<file path="src/rtl/instr_fetch_pkg.sv">
// Shared types and constants for the instruction fetch front end.
// A fetch_entry_t pairs a fetched word with the PC it was fetched from.
package fetch_pkg;

  localparam int XLEN = 32;
  localparam logic [XLEN-1:0] PC_STEP   = 32'd4;
  localparam logic [XLEN-1:0] NOP_INSTR = 32'h0000_0013;

  typedef struct packed {
    logic [XLEN-1:0] pc;
    logic [XLEN-1:0] instr;
  } fetch_entry_t;

  function automatic logic [XLEN-1:0] align_word(input logic [XLEN-1:0] addr);
    return {addr[XLEN-1:2], 2'b00};
  endfunction

endpackage

</file>
<file path="src/rtl/instr_fetch_if.sv">
// Instruction-memory request/response bus plus the decode-side handshake.
// The fetch stage takes the master modport; memory and decode sit on the slave side.
interface instr_fetch_if;
  import fetch_pkg::*;

  logic            imem_req;
  logic [XLEN-1:0] imem_addr;
  logic            imem_gnt;
  logic            imem_rvalid;
  logic [XLEN-1:0] imem_rdata;
  logic            instr_valid;
  logic [XLEN-1:0] instr;
  logic [XLEN-1:0] instr_pc;
  logic            instr_ready;

  modport master (
    output imem_req, imem_addr, instr_valid, instr, instr_pc,
    input  imem_gnt, imem_rvalid, imem_rdata, instr_ready
  );

  modport slave (
    input  imem_req, imem_addr, instr_valid, instr, instr_pc,
    output imem_gnt, imem_rvalid, imem_rdata, instr_ready
  );

endinterface

</file>
<file path="src/rtl/instr_fetch_fifo.sv">
// First-word-fall-through buffer of fetch entries with synchronous flush.
// Pointers wrap explicitly at DEPTH so non-power-of-2 depths work.
module fetch_fifo
  import fetch_pkg::*;
#(
  parameter int DEPTH = 2,
  localparam int CNT_W = $clog2(DEPTH + 1),
  localparam int PTR_W = (DEPTH > 1) ? $clog2(DEPTH) : 1
) (
  input  logic             clk,
  input  logic             rst,
  input  logic             push,
  input  fetch_entry_t     push_data,
  input  logic             pop,
  input  logic             flush,
  output fetch_entry_t     head,
  output logic             head_valid,
  output logic [CNT_W-1:0] count
);

  fetch_entry_t     mem_reg [DEPTH];
  logic [PTR_W-1:0] wr_ptr_reg, wr_ptr_next;
  logic [PTR_W-1:0] rd_ptr_reg, rd_ptr_next;
  logic [CNT_W-1:0] count_reg, count_next;
  logic             do_push, do_pop;

  function automatic logic [PTR_W-1:0] ptr_inc(input logic [PTR_W-1:0] p);
    return (p == PTR_W'(DEPTH - 1)) ? '0 : p + PTR_W'(1);
  endfunction

  // A full buffer still accepts a push when the head leaves in the same cycle.
  assign do_pop  = pop && !flush && (count_reg != '0);
  assign do_push = push && !flush && ((count_reg != CNT_W'(DEPTH)) || do_pop);

  always_comb begin
    wr_ptr_next = wr_ptr_reg;
    rd_ptr_next = rd_ptr_reg;
    count_next  = count_reg;
    if (flush) begin
      wr_ptr_next = '0;
      rd_ptr_next = '0;
      count_next  = '0;
    end else begin
      if (do_push) wr_ptr_next = ptr_inc(wr_ptr_reg);
      if (do_pop)  rd_ptr_next = ptr_inc(rd_ptr_reg);
      count_next = count_reg + CNT_W'(do_push) - CNT_W'(do_pop);
    end
  end

  always_ff @(posedge clk) begin
    if (rst) begin
      wr_ptr_reg <= '0;
      rd_ptr_reg <= '0;
      count_reg  <= '0;
    end else begin
      wr_ptr_reg <= wr_ptr_next;
      rd_ptr_reg <= rd_ptr_next;
      count_reg  <= count_next;
    end
  end

  always_ff @(posedge clk) begin
    if (do_push) mem_reg[wr_ptr_reg] <= push_data;
  end

  assign head       = mem_reg[rd_ptr_reg];
  assign head_valid = (count_reg != '0);
  assign count      = count_reg;

endmodule

</file>
<file path="src/rtl/instr_fetch.sv">
// Fetch stage: owns the fetch PC, issues credit-limited word requests, buffers
// responses for decode, and squashes in-flight work on a redirect.
module instr_fetch
  import fetch_pkg::*;
#(
  parameter logic [XLEN-1:0] RESET_PC   = 32'h0000_0000,
  parameter int              FIFO_DEPTH = 2
) (
  input  logic            clk,
  input  logic            rst,
  input  logic            redirect,
  input  logic [XLEN-1:0] redirect_pc,
  instr_fetch_if.master   bus
);

  localparam int CNT_W = $clog2(FIFO_DEPTH + 1);

  logic [XLEN-1:0]  fetch_pc_reg, fetch_pc_next;
  logic [XLEN-1:0]  resp_pc_reg, resp_pc_next;
  logic [CNT_W-1:0] outstanding_reg, outstanding_next;
  logic [CNT_W-1:0] drop_cnt_reg, drop_cnt_next;
  logic [CNT_W-1:0] fifo_count;
  logic [CNT_W:0]   credit_used;
  fetch_entry_t     head, push_entry;
  logic             head_valid, issue, push, pop;

  // Credits cover both buffered and in-flight words so every response has a slot.
  assign credit_used = {1'b0, outstanding_reg} + {1'b0, fifo_count};
  assign bus.imem_req  = !rst && !redirect && (credit_used < (CNT_W + 1)'(FIFO_DEPTH));
  assign bus.imem_addr = fetch_pc_reg;

  assign issue = bus.imem_req && bus.imem_gnt;
  assign push  = bus.imem_rvalid && (drop_cnt_reg == '0) && !redirect;
  assign pop   = head_valid && bus.instr_ready && !rst && !redirect;
  assign push_entry = '{pc: resp_pc_reg, instr: bus.imem_rdata};

  always_comb begin
    fetch_pc_next    = fetch_pc_reg;
    resp_pc_next     = resp_pc_reg;
    drop_cnt_next    = drop_cnt_reg;
    outstanding_next = outstanding_reg + CNT_W'(issue) - CNT_W'(bus.imem_rvalid);
    if (redirect) begin
      fetch_pc_next = align_word(redirect_pc);
      resp_pc_next  = align_word(redirect_pc);
      drop_cnt_next = outstanding_reg - CNT_W'(bus.imem_rvalid);
    end else begin
      if (issue) fetch_pc_next = fetch_pc_reg + PC_STEP;
      if (push)  resp_pc_next  = resp_pc_reg + PC_STEP;
      if (bus.imem_rvalid && (drop_cnt_reg != '0)) drop_cnt_next = drop_cnt_reg - CNT_W'(1);
    end
  end

  always_ff @(posedge clk) begin
    if (rst) begin
      fetch_pc_reg    <= RESET_PC;
      resp_pc_reg     <= RESET_PC;
      outstanding_reg <= '0;
      drop_cnt_reg    <= '0;
    end else begin
      fetch_pc_reg    <= fetch_pc_next;
      resp_pc_reg     <= resp_pc_next;
      outstanding_reg <= outstanding_next;
      drop_cnt_reg    <= drop_cnt_next;
    end
  end

  fetch_fifo #(.DEPTH(FIFO_DEPTH)) u_fifo (
    .clk        (clk),
    .rst        (rst),
    .push       (push),
    .push_data  (push_entry),
    .pop        (pop),
    .flush      (redirect),
    .head       (head),
    .head_valid (head_valid),
    .count      (fifo_count)
  );

  assign bus.instr_valid = head_valid && !rst;
  assign bus.instr       = bus.instr_valid ? head.instr : '0;
  assign bus.instr_pc    = bus.instr_valid ? head.pc : '0;

  always_ff @(posedge clk) begin
    if (!rst) begin
      a_credit : assert (credit_used <= (CNT_W + 1)'(FIFO_DEPTH));
      a_drop   : assert (drop_cnt_reg <= outstanding_reg);
      a_rvalid : assert (!(bus.imem_rvalid && (outstanding_reg == '0)));
    end
  end

endmodule

</file>
<file path="src/flat_wrapper.sv">
// flat-port wrapper written by rule: the top's interface ports become plain ports
module instr_fetch_flat import fetch_pkg::*;
#(
  parameter logic [XLEN-1:0] RESET_PC   = 32'h0000_0000,
  parameter int              FIFO_DEPTH = 2
)
  (clk, rst, redirect, redirect_pc, bus_imem_req, bus_imem_addr, bus_instr_valid, bus_instr, bus_instr_pc, bus_imem_gnt, bus_imem_rvalid, bus_imem_rdata, bus_instr_ready);
  instr_fetch_if bus_i ();
  input  logic clk;
  input  logic rst;
  input  logic redirect;
  input  logic [XLEN-1:0] redirect_pc;
  output wire logic [$bits(bus_i.imem_req)-1:0] bus_imem_req;
  output wire logic [$bits(bus_i.imem_addr)-1:0] bus_imem_addr;
  output wire logic [$bits(bus_i.instr_valid)-1:0] bus_instr_valid;
  output wire logic [$bits(bus_i.instr)-1:0] bus_instr;
  output wire logic [$bits(bus_i.instr_pc)-1:0] bus_instr_pc;
  input wire logic [$bits(bus_i.imem_gnt)-1:0] bus_imem_gnt;
  input wire logic [$bits(bus_i.imem_rvalid)-1:0] bus_imem_rvalid;
  input wire logic [$bits(bus_i.imem_rdata)-1:0] bus_imem_rdata;
  input wire logic [$bits(bus_i.instr_ready)-1:0] bus_instr_ready;
  assign bus_imem_req = bus_i.imem_req;
  assign bus_imem_addr = bus_i.imem_addr;
  assign bus_instr_valid = bus_i.instr_valid;
  assign bus_instr = bus_i.instr;
  assign bus_instr_pc = bus_i.instr_pc;
  assign bus_i.imem_gnt = bus_imem_gnt;
  assign bus_i.imem_rvalid = bus_imem_rvalid;
  assign bus_i.imem_rdata = bus_imem_rdata;
  assign bus_i.instr_ready = bus_instr_ready;
  instr_fetch #(.RESET_PC(RESET_PC), .FIFO_DEPTH(FIFO_DEPTH)) u_core (.clk(clk), .rst(rst), .redirect(redirect), .redirect_pc(redirect_pc), .bus(bus_i));
endmodule
</file>
<file path="config.mk">
export PLATFORM = sky130hd
export DESIGN_NAME = instr_fetch_flat
export DESIGN_NICKNAME = d
export VERILOG_FILES = /design/src/rtl/instr_fetch_pkg.sv /design/src/rtl/instr_fetch_if.sv /design/src/rtl/instr_fetch_fifo.sv /design/src/rtl/instr_fetch.sv /design/src/flat_wrapper.sv
export SDC_FILE = /design/constraint.sdc
export NUM_CORES = 1
export LEC_CHECK = 0
export ABC_AREA = 1
export CELL_PAD_IN_SITES_DETAIL_PLACEMENT = 1
export CELL_PAD_IN_SITES_GLOBAL_PLACEMENT = 2
export CORE_AREA = 2 2 170 172
export DETAILED_ROUTE_END_ITERATION = 8
export DIE_AREA = 0 0 172 174
export GPL_TIMING_DRIVEN = 1
export PLACE_DENSITY_LB_ADDON = 0.1
export SYNTH_ARGS = -nofsm -noshare
export SYNTH_HDL_FRONTEND = slang
export SYNTH_SLANG_ARGS = --single-unit
</file>
<file path="constraint.sdc">
create_clock -name clk -period 8.15 [get_ports clk]
set_input_delay 0.815 -clock clk [delete_from_list [all_inputs] [get_ports clk]]
set_output_delay 0.815 -clock clk [all_outputs]
set_load 0.02 [all_outputs]
</file>
==> qor.csv, run 1 <==
metric,value,unit
outcome,completed,
drt_iter0_markers,428,
synth_top_family_by_area,simple AND/OR/NAND/NOR gates,
postCtsSetupBuffers,0,
synth_flop_cell,edfxtp_1,
synth_xor_area_share,1.45,%
row_count,62,
power.total,2.22,mW
postSynthCellCount,1090,
setup.worst_path.start,rst,
synth_compound_area_share,7.13,%
crit_buf_inv,5,
pin_count,168,
areaGrowthSynthToFinish,26.2,%
cts_made_buffers,17,
crit_required,7.34,ns
fp.dieW,172,um
critPathKind,input port to output pin,
synthMuxAreaShare,7.23,%
synth-edff-count,124,
cts.clk_slew.worst_paths,0.08,ns
drc,0,
period_share,44.7,%
cts_tree,built,
grt_pass1_wl,42400,um
drt_pass1_iterations,4,
cts_sinks,193,
hold_depth,2,
synth_simple_gate_area_share,22.2,%
rr_startpoint,u_core.drop_cnt_reg[0]$_SDFFE_PP0P_,
dpl.hpwl,19000,um
overflow,0,
cp_slowest_cell,clkdlybuf4s50_1,
synthDistinctLibCells,39,
grt_max_degree,64,
ys_seq_area_share,52.9,%
drv_cap,0,
largest_reg_flops,124,
slew_headroom,39.7,%
peakVddDrop,131,uV
slowest_delay,0.63,ns
cp-start-kind,input port,
hold_class,flip-flop to flip-flop,
stdcell_area,0.0122,mm^2
die_h,174,um
worstPathArrival,2.82,ns
grt_pass1_vias,7769,
drive_above_1_share,11.3,%
dpl_cell_area,0.0116,mm^2
antenna_found_initial,0,
ys_seq_elements,193,
dr_total_vias,7619,
min_period,3.64,ns
worstHoldStart,u_core.u_fifo.rd_ptr_reg$_SDFFE_PP0P_,
cts_root_buf,clkbuf_16,
cp_top_family,buffers and inverters,
via_per_inst,4.66,
reg2reg_depth,7,
drv_slew,0,
p_leak,4.76,nW
avgSynthCellArea,8.86,um^2
tns,0,ns
antennaDiodeCount,0,
htreeDepth,4,
grt_use_total,18.3,%
final-hold-violation-count,0,
cp_cell_sequence,buf_2 -> buf_4 -> nor2_4 -> buf_4 -> nand2_1 -> inv_1 -> clkdlybuf4s50_1,
fmax,275,MHz
wl_per_cell,16.6,um
antenna_left,0,
worst_pin_slew,0.905,ns
netlist.area_leader.share,38.6,%
initial_utilization,34.2,%
synthTopCellsByArea,"edfxtp_1 39%, dfxtp_1 14%, nand2_1 11%",
power_density,182,mW/mm^2
yosysWarnings,0,
netlist_area,0.00965,mm^2
portBuffers,161,
cp_common_cell,buf_4,
yosys.area.top_type,edfxtp_1,
clockBufferDepth,2,
coreArea,0.0282,mm^2
cp_max_fo,63,
critPathCaptureType,output pin,
r2r_setup_slack,5.28,ns
drt-total-wl,27200,um
finalSetupViolations,0,
ctsResizeCount,0,
grt_setup_unrepaired,false,
reg2reg_to,u_core.u_fifo.mem_reg[1][28]$_DFFE_PP_,
nNetsFinal,1317,
dieArea,0.0299,mm^2
yosys.area_share.adder,0.985,%
gp_congestion,0.842,
async_flop_share,0,%
cts_hold_repair.buffers,0,
finalClockSkew,0.0154,ns
clock_latency,0.43,ns
-- metrics by stage --
stage          util (%)  worst slack, ns  std cells  hold slack [ns]
2_1_floorplan         -             3.65       1093            0.465
3_3_place_gp       41.1             4.39       1605            0.482
3_5_place_dp       41.1             4.42       1605            0.495
4_1_cts            43.2             4.43       1636            0.512
5_1_grt            43.2             4.32       1636            0.557
6_report           43.2             4.51       1636            0.498
-- cell usage after synthesis (all sizes together) (12+ instances only) --
cell type,n
nand2,299
inv,155
edfxtp,124
nor2,118
dfxtp,69
mux2,62
a21oi,59
nand3,54
o21ai,45
buf,27
a31oi,12
xor2,12
-- worst reg2reg max path: stages (launching register included) --
cell	delay, ns
dfxtp_1	0.33
inv_1	0.06
ha_1	0.17
nand2_1	0.18
nor2_2	0.56
nand2_1	0.31
nor2_4	0.15
buf_4	0.68
-- final cells by class --
class                           instances  area, um^2
Timing Repair Buffer                  166        1640
Inverter                              155         582
Clock buffer                           17         425
Sequential cell                       193        5110
Tap cell                              384         480
Clock inverter                         14         155
Multi-Input combinational cell        707        3800
Fill cell                            3347       16100
-- cells by family (layout without fill, tap and decap cells) --
| family | after synthesis | in the layout |
|---|---|---|
| AOI/OAI and AO/OA | 128 | 128 |
| xor gates and xnor gates | 16 | 16 |
| adders and majority gates | 7 | 7 |
| buffers and inverters | 193 | 352 |
| DFF | 193 | 193 |
| muxes | 62 | 62 |
| other | 1 | 4 |
| and+or+nand+nor | 490 | 490 |
-- layer usage --
layer	GRT usage [%]	up-vias	wire length, um
met4	3.89	0	173
li1	-	3824	-
met2	30.2	148	12800
met3	2.50	10	1000
met5	0	-	0
met1	25.7	3637	13200
-- placed cells by master (no fill, tap or decap), types with 44 or more instances in the layout --
cell,synthesis,layout
nand2_1,293,293
clkdlybuf4s50_1,0,159
inv_1,150,150
edfxtp_1,124,124
nor2_1,97,94
dfxtp_1,69,68
mux2_2,62,62
a21oi_1,57,57
nand3_1,51,51
o21ai_0,44,44
-- power breakdown --
group          switching [mW]  total (mW)  internal, mW  leakage (nW)
sequential             0.0444        1.14          1.09          1.71
combinational           0.145       0.253         0.108          2.77
clock                   0.424       0.835         0.411         0.285
total                   0.613        2.22          1.61          4.76
-- worst max-delay path by stage --
stage | to | slack (ns) | cells after the start
finish | bus_instr_pc[15] | 4.51 | 7
global route | bus_instr_pc[15] | 4.32 | 7
CTS | bus_instr_pc[12] | 4.43 | 7
detailed placement | bus_instr_pc[12] | 4.42 | 7
global placement | u_core.u_fifo.mem_reg[1][9]$_DFFE_PP_ | 4.39 | 6
floorplan | u_core.u_fifo.mem_reg[1][0]$_DFFE_PP_ | 3.65 | 6
Note: power is estimated with default switching activity, not from simulation.
==> inputs of run 2 (changes only) <==
--- a/config.mk
+++ b/config.mk
@@ -8,9 +8,9 @@
 export ABC_AREA = 1
 export CELL_PAD_IN_SITES_DETAIL_PLACEMENT = 1
 export CELL_PAD_IN_SITES_GLOBAL_PLACEMENT = 2
-export CORE_AREA = 2 2 170 172
+export CORE_AREA = 2 2 186 188
 export DETAILED_ROUTE_END_ITERATION = 8
-export DIE_AREA = 0 0 172 174
+export DIE_AREA = 0 0 188 190
 export GPL_TIMING_DRIVEN = 1
 export PLACE_DENSITY_LB_ADDON = 0.1
 export SYNTH_ARGS = -nofsm -noshare
==> constraint.sdc (replaced) <==
create_clock -name clk -period 3 [get_ports clk]
set_input_delay 0.3 -clock clk [delete_from_list [all_inputs] [get_ports clk]]
set_output_delay 0.3 -clock clk [all_outputs]
set_load 0.02 [all_outputs]
==> run 2 against run 1 <==
- utilization down 6.7 points
- sequential share of layout area decreased by 0.61 points
- total power grew to 2.7 times the previous value
- routed wire length is 4.7% higher
- clock power rose to 2.7 times the previous value
- combinational power rose to 2.8 times the previous value
- critical path depth down 2
- highest routed layer unchanged
==> qor.csv, run 2 (synthesis results as in run 1) <==
metric,value,unit
drv_slew,0,
instances_no_fill,1713,
rr_startpoint,u_core.u_fifo.count[0]$_SDFF_PP0_,
cp_top_family,buffers and inverters,
nNetsFinal,1322,
antenna_left,0,
fill_cells,3929,
row_count,68,
p_leak,4.79,nW
dpl.hpwl,20300,um
period_share,88.7,%
cts_sinks,193,
pin_count,168,
postCtsSetupBuffers,0,
cp_slowest_cell,dfxtp_2,
die_h,190,um
stdcell_area,0.0124,mm^2
tns,0,ns
drive_above_1_share,11.7,%
pre_cts_slack,0.640,ns
critPathCaptureType,output pin,
worstHoldStart,rst,
htreeDepth,4,
cp_max_fo,25,
critPathKind,flip-flop to output pin,
clockBufferDepth,2,
hold_class,input port to flip-flop,
cts_made_buffers,17,
slew_headroom,49.8,%
clock_latency,0.44,ns
reg2reg_depth,11,
ctsResizeCount,0,
cp-start-kind,flip-flop,
finalWorstSetupSlack,0.340,ns
gp_congestion,0.771,
via_per_inst,4.47,
drt_iter0_markers,266,
grt_use_total,16.4,%
dr_total_vias,7652,
cts_tree,built,
portBuffers,161,
drt_pass1_iterations,4,
hold_end,u_core.resp_pc_reg[18]$_SDFFE_PP0P_,
grt_pass1_wl,45100,um
dp.cells,1681,
slowest_delay,0.64,ns
crit_buf_inv,3,
drv_cap,0,
final_common_cell,nand2_1,
cts_root_buf,clkbuf_16,
grt_max_degree,64,
coreArea,0.0339,mm^2
outcome,completed,
grt_util_met1,22.3,%
final-hold-violation-count,0,
dpl_cell_area,0.0118,mm^2
min_period,2.66,ns
worst_pin_slew,0.752,ns
cts.clk_slew.worst_paths,0.08,ns
grt_pass1_vias,8043,
grt_setup_unrepaired,false,
antenna_found_initial,0,
gr-usage-met3,2.49,%
initial_utilization,28.4,%
finalSetupViolations,0,
drt-total-wl,28400,um
areaGrowthSynthToFinish,28.1,%
power_density,491,mW/mm^2
dieArea,0.0357,mm^2
overflow,0,
final_cell_mix,"293 x nand2_1, 159 x clkdlybuf4s50_1, 150 x inv_1",
grt_busiest_layer,met2,
drc,0,
antennaDiodeCount,0,
gr-usage-met2,27.3,%
cp_cell_sequence,buf_12 -> mux2_2 -> nand2_1 -> inv_1 -> clkdlybuf4s50_1,
post-route-util,36.4,%
finalClockSkew,0.0113,ns
r2r_setup_slack,0.71,ns
wl_per_cell,16.6,um
hold_depth,4,
reg2reg_to,u_core.bus.imem_addr[18]$_SDFFE_PP0P_,
fmax,376,MHz
cts_hold_repair.buffers,0,
peakVddDrop,393,uV
crit_required,2.70,ns
fp.dieW,188,um
largest_reg_flops,124,
worstPathArrival,2.36,ns
## run 2: cell count changes in the layout (fill, tap and decap cells not counted), sizes merged
| cell | change |
|---|---|
| buf | +5 |
| bufinv | +1 |
| clkinvlp | +3 |
| inv | -1 |
| clkinv | -2 |
## run 2: final cells by class
type                       instances  area, um^2  area share, %
clock buffer                      17         425           3.44
clock inverter                    15         148           1.19
inverter                         155         582           4.70
multi-input combinational        707        3800           30.7
sequential                       193        5110           41.3
tap                              455         569           4.60
timing repair buffer             171        1740           14.1
## run 2: worst max-delay path by stage
stage,startpoint,endpoint,slack [ns],cells past startpoint
floorplan,u_core.drop_cnt_reg[0]$_SDFFE_PP0P_,u_core.u_fifo.mem_reg[1][0]$_DFFE_PP_,-0.08,6
global placement,bus_instr_ready,u_core.u_fifo.mem_reg[1][6]$_DFFE_PP_,0.68,8
detailed placement,u_core.u_fifo.count[0]$_SDFF_PP0_,u_core.bus.imem_addr[18]$_SDFFE_PP0P_,0.64,11
CTS,flip-flop,bus_instr_pc[19],0.26,5
global route,flip-flop,bus_instr_pc[13],0.16,5
finish,flip-flop,bus_instr_pc[19],0.34,5
## run 2: tightest hold or removal path, stage by stage
cell	delay, ns
buf_2	0.18
nor2_8	0.09
nand2_1	0.07
o22ai_1	0.05
## run 2: through the flow
step	total power [mW]	hold slack [ns]
3_5_place_dp	3.87	0.506
4_1_cts	6.17	0.289
6_report	6.07	0.310
2_1_floorplan	3.52	0.399
3_3_place_gp	3.85	0.484
5_1_grt	6.38	0.323
## run 2: metal layers
metal / wire length [um] / up-vias
met4: 303 / 0
met5: 0 / -
li1: - / 3847
met1: 14100 / 3649
met2: 13300 / 141
met3: 777 / 15
## run 2: power breakdown
group	total, mW	switching, mW	internal, mW
registers	3.09	0.126	2.96
clock network	2.28	1.11	1.17
logic	0.705	0.400	0.304
==> inputs of run 3 (changes only) <==
--- a/config.mk
+++ b/config.mk
@@ -12,7 +12,7 @@
 export DETAILED_ROUTE_END_ITERATION = 8
 export DIE_AREA = 0 0 188 190
 export GPL_TIMING_DRIVEN = 1
-export PLACE_DENSITY_LB_ADDON = 0.1
+export PLACE_DENSITY = 0.77
 export SYNTH_ARGS = -nofsm -noshare
 export SYNTH_HDL_FRONTEND = slang
 export SYNTH_SLANG_ARGS = --single-unit
==> run 3 against run 2 <==
- final cell count is essentially flat
- global-route usage shrank 0.39 points
- clock-buffer cell count grew 1
- critical path depth is the same
- critical endpoint is now bus_imem_req
==> qor.csv, run 3 (synthesis results as in run 1) <==
metric,value,unit
outcome,completed,
cp_cell_sequence,nand2_1 -> inv_1 -> fa_1 -> nor3_1 -> clkdlybuf4s50_1,
areaGrowthSynthToFinish,28.1,%
cp_top_family,buffers and inverters,
antenna_found_initial,1,
fmax,396,MHz
dpl.hpwl,20400,um
fp.dieW,188,um
pwr-share-clk,37.7,%
nNetsFinal,1322,
clockBufferDepth,2,
cts_hold_repair.buffers,0,
overflow,0,
postCtsSetupBuffers,0,
cp.depth,5,
grt_setup_unrepaired,false,
p_leak,4.79,nW
grt_max_degree,64,
pin_count,168,
cts.clk_slew.worst_paths,0.08,ns
grt_pass1_vias,7890,
cts_tree,built,
crit_required,2.70,ns
critPathCaptureType,output pin,
post-route-util,36.4,%
intPower,4.39,mW
multi_input_area,0.00380,mm^2
finalSetupViolations,0,
min_period,2.53,ns
slew_headroom,50.9,%
via_per_inst,4.51,
drt_pass1_iterations,4,
crit_buf_inv,2,
final_cell_mix,"293 x nand2_1, 159 x clkdlybuf4s50_1, 150 x inv_1",
peakVddDrop,383,uV
cp_max_fo,4,
stdcell_area,0.0124,mm^2
regArea,0.00511,mm^2
slowest_delay,0.64,ns
drv_cap,0,
cts_made_buffers,17,
cp_slowest_cell,clkdlybuf4s50_1,
drt_iter0_markers,332,
dr_total_vias,7736,
gp_congestion,0.795,
dp.cells,1681,
grt_use_total,16.0,%
fill_cells,3897,
sw_frac_of_total,28.0,%
timing.hold.ws,0.224,ns
hold_depth,2,
drt-total-wl,28400,um
drc,0,
cts_root_buf,clkbuf_16,
power_density,493,mW/mm^2
combPwrFrac,11.6,%
largest_reg_flops,124,
portBuffers,161,
cp-start-kind,flip-flop,
worstPathArrival,2.23,ns
ctsResizeCount,0,
die_h,190,um
period_share,84.2,%
finalClockSkew,0.0149,ns
reg2reg_depth,11,
instances_no_fill,1714,
worst_pin_slew,0.736,ns
drv_slew,0,
hold_class,input port to flip-flop,
clock_latency,0.44,ns
critPathKind,flip-flop to output pin,
grt_pass1_wl,44700,um
switchingPower,1.70,mW
initial_utilization,28.4,%
final_common_cell,nand2_1,
drive_above_1_share,11.6,%
dieArea,0.0357,mm^2
coreArea,0.0339,mm^2
wl_per_cell,16.6,um
antenna_left,0,
htreeDepth,4,
dpl_cell_area,0.0118,mm^2
p_seq_share,50.7,%
row_count,68,
cts_sinks,193,
final-hold-violation-count,0,
-- run 3: path summary, 6_finish.rpt --
| check | from | end | slack (ns) |
|---|---|---|---|
| worst max-delay path | u_core.u_fifo.count[0]$_SDFF_PP0_ | bus_imem_req | 0.47 |
| worst min-delay path | rst | u_core.outstanding_reg[0]$_SDFF_PP0_ | 0.22 |
| worst max register to register | u_core.u_fifo.count[0]$_SDFF_PP0_ | u_core.bus.imem_addr[14]$_SDFFE_PP0P_ | 0.70 |
| worst min register to register | u_core.u_fifo.rd_ptr_reg$_SDFFE_PP0P_ | u_core.u_fifo.rd_ptr_reg$_SDFFE_PP0P_ | 0.51 |
-- run 3: final cells by class --
type / count / share of cell area (%)
tap: 455 / 4.60
sequential: 193 / 41.3
clock inverter: 14 / 1.24
multi-input combinational: 707 / 30.7
inverter: 155 / 4.70
timing repair buffer: 171 / 14.0
clock buffer: 18 / 3.47
antenna: 1 / 0.0202
-- run 3: power by group through the flow --
stage | Clock (mW) | Sequential [mW] | Combinational (mW)
after floorplan | 0 | 3.13 | 0.383
after global placement | 0 | 3.14 | 0.696
after detailed placement | 0 | 3.15 | 0.715
after CTS | 2.35 | 3.09 | 0.719
after global routing | 2.44 | 3.11 | 0.786
final | 2.29 | 3.09 | 0.706
-- run 3: through the flow --
step           total power, mW  setup WS (ns)  setup TNS, ns
2_1_floorplan             3.52        -0.0754          -8.15
6_report                  6.09          0.474              0
4_1_cts                   6.16          0.414              0
3_5_place_dp              3.87          0.646              0
3_3_place_gp              3.84          0.683              0
5_1_grt                   6.33          0.330              0
-- run 3: routing by layer --
| layer | global-route usage [%] | vias up | part of all wire (%) |
|---|---|---|---|
| met1 | 22.4 | 3699 | 50 |
| met3 | 2.60 | 19 | 3.7 |
| met4 | 3.30 | 0 | 0.85 |
| met2 | 26.2 | 171 | 45 |
| li1 | - | 3847 | - |
| met5 | 0 | - | 0 |
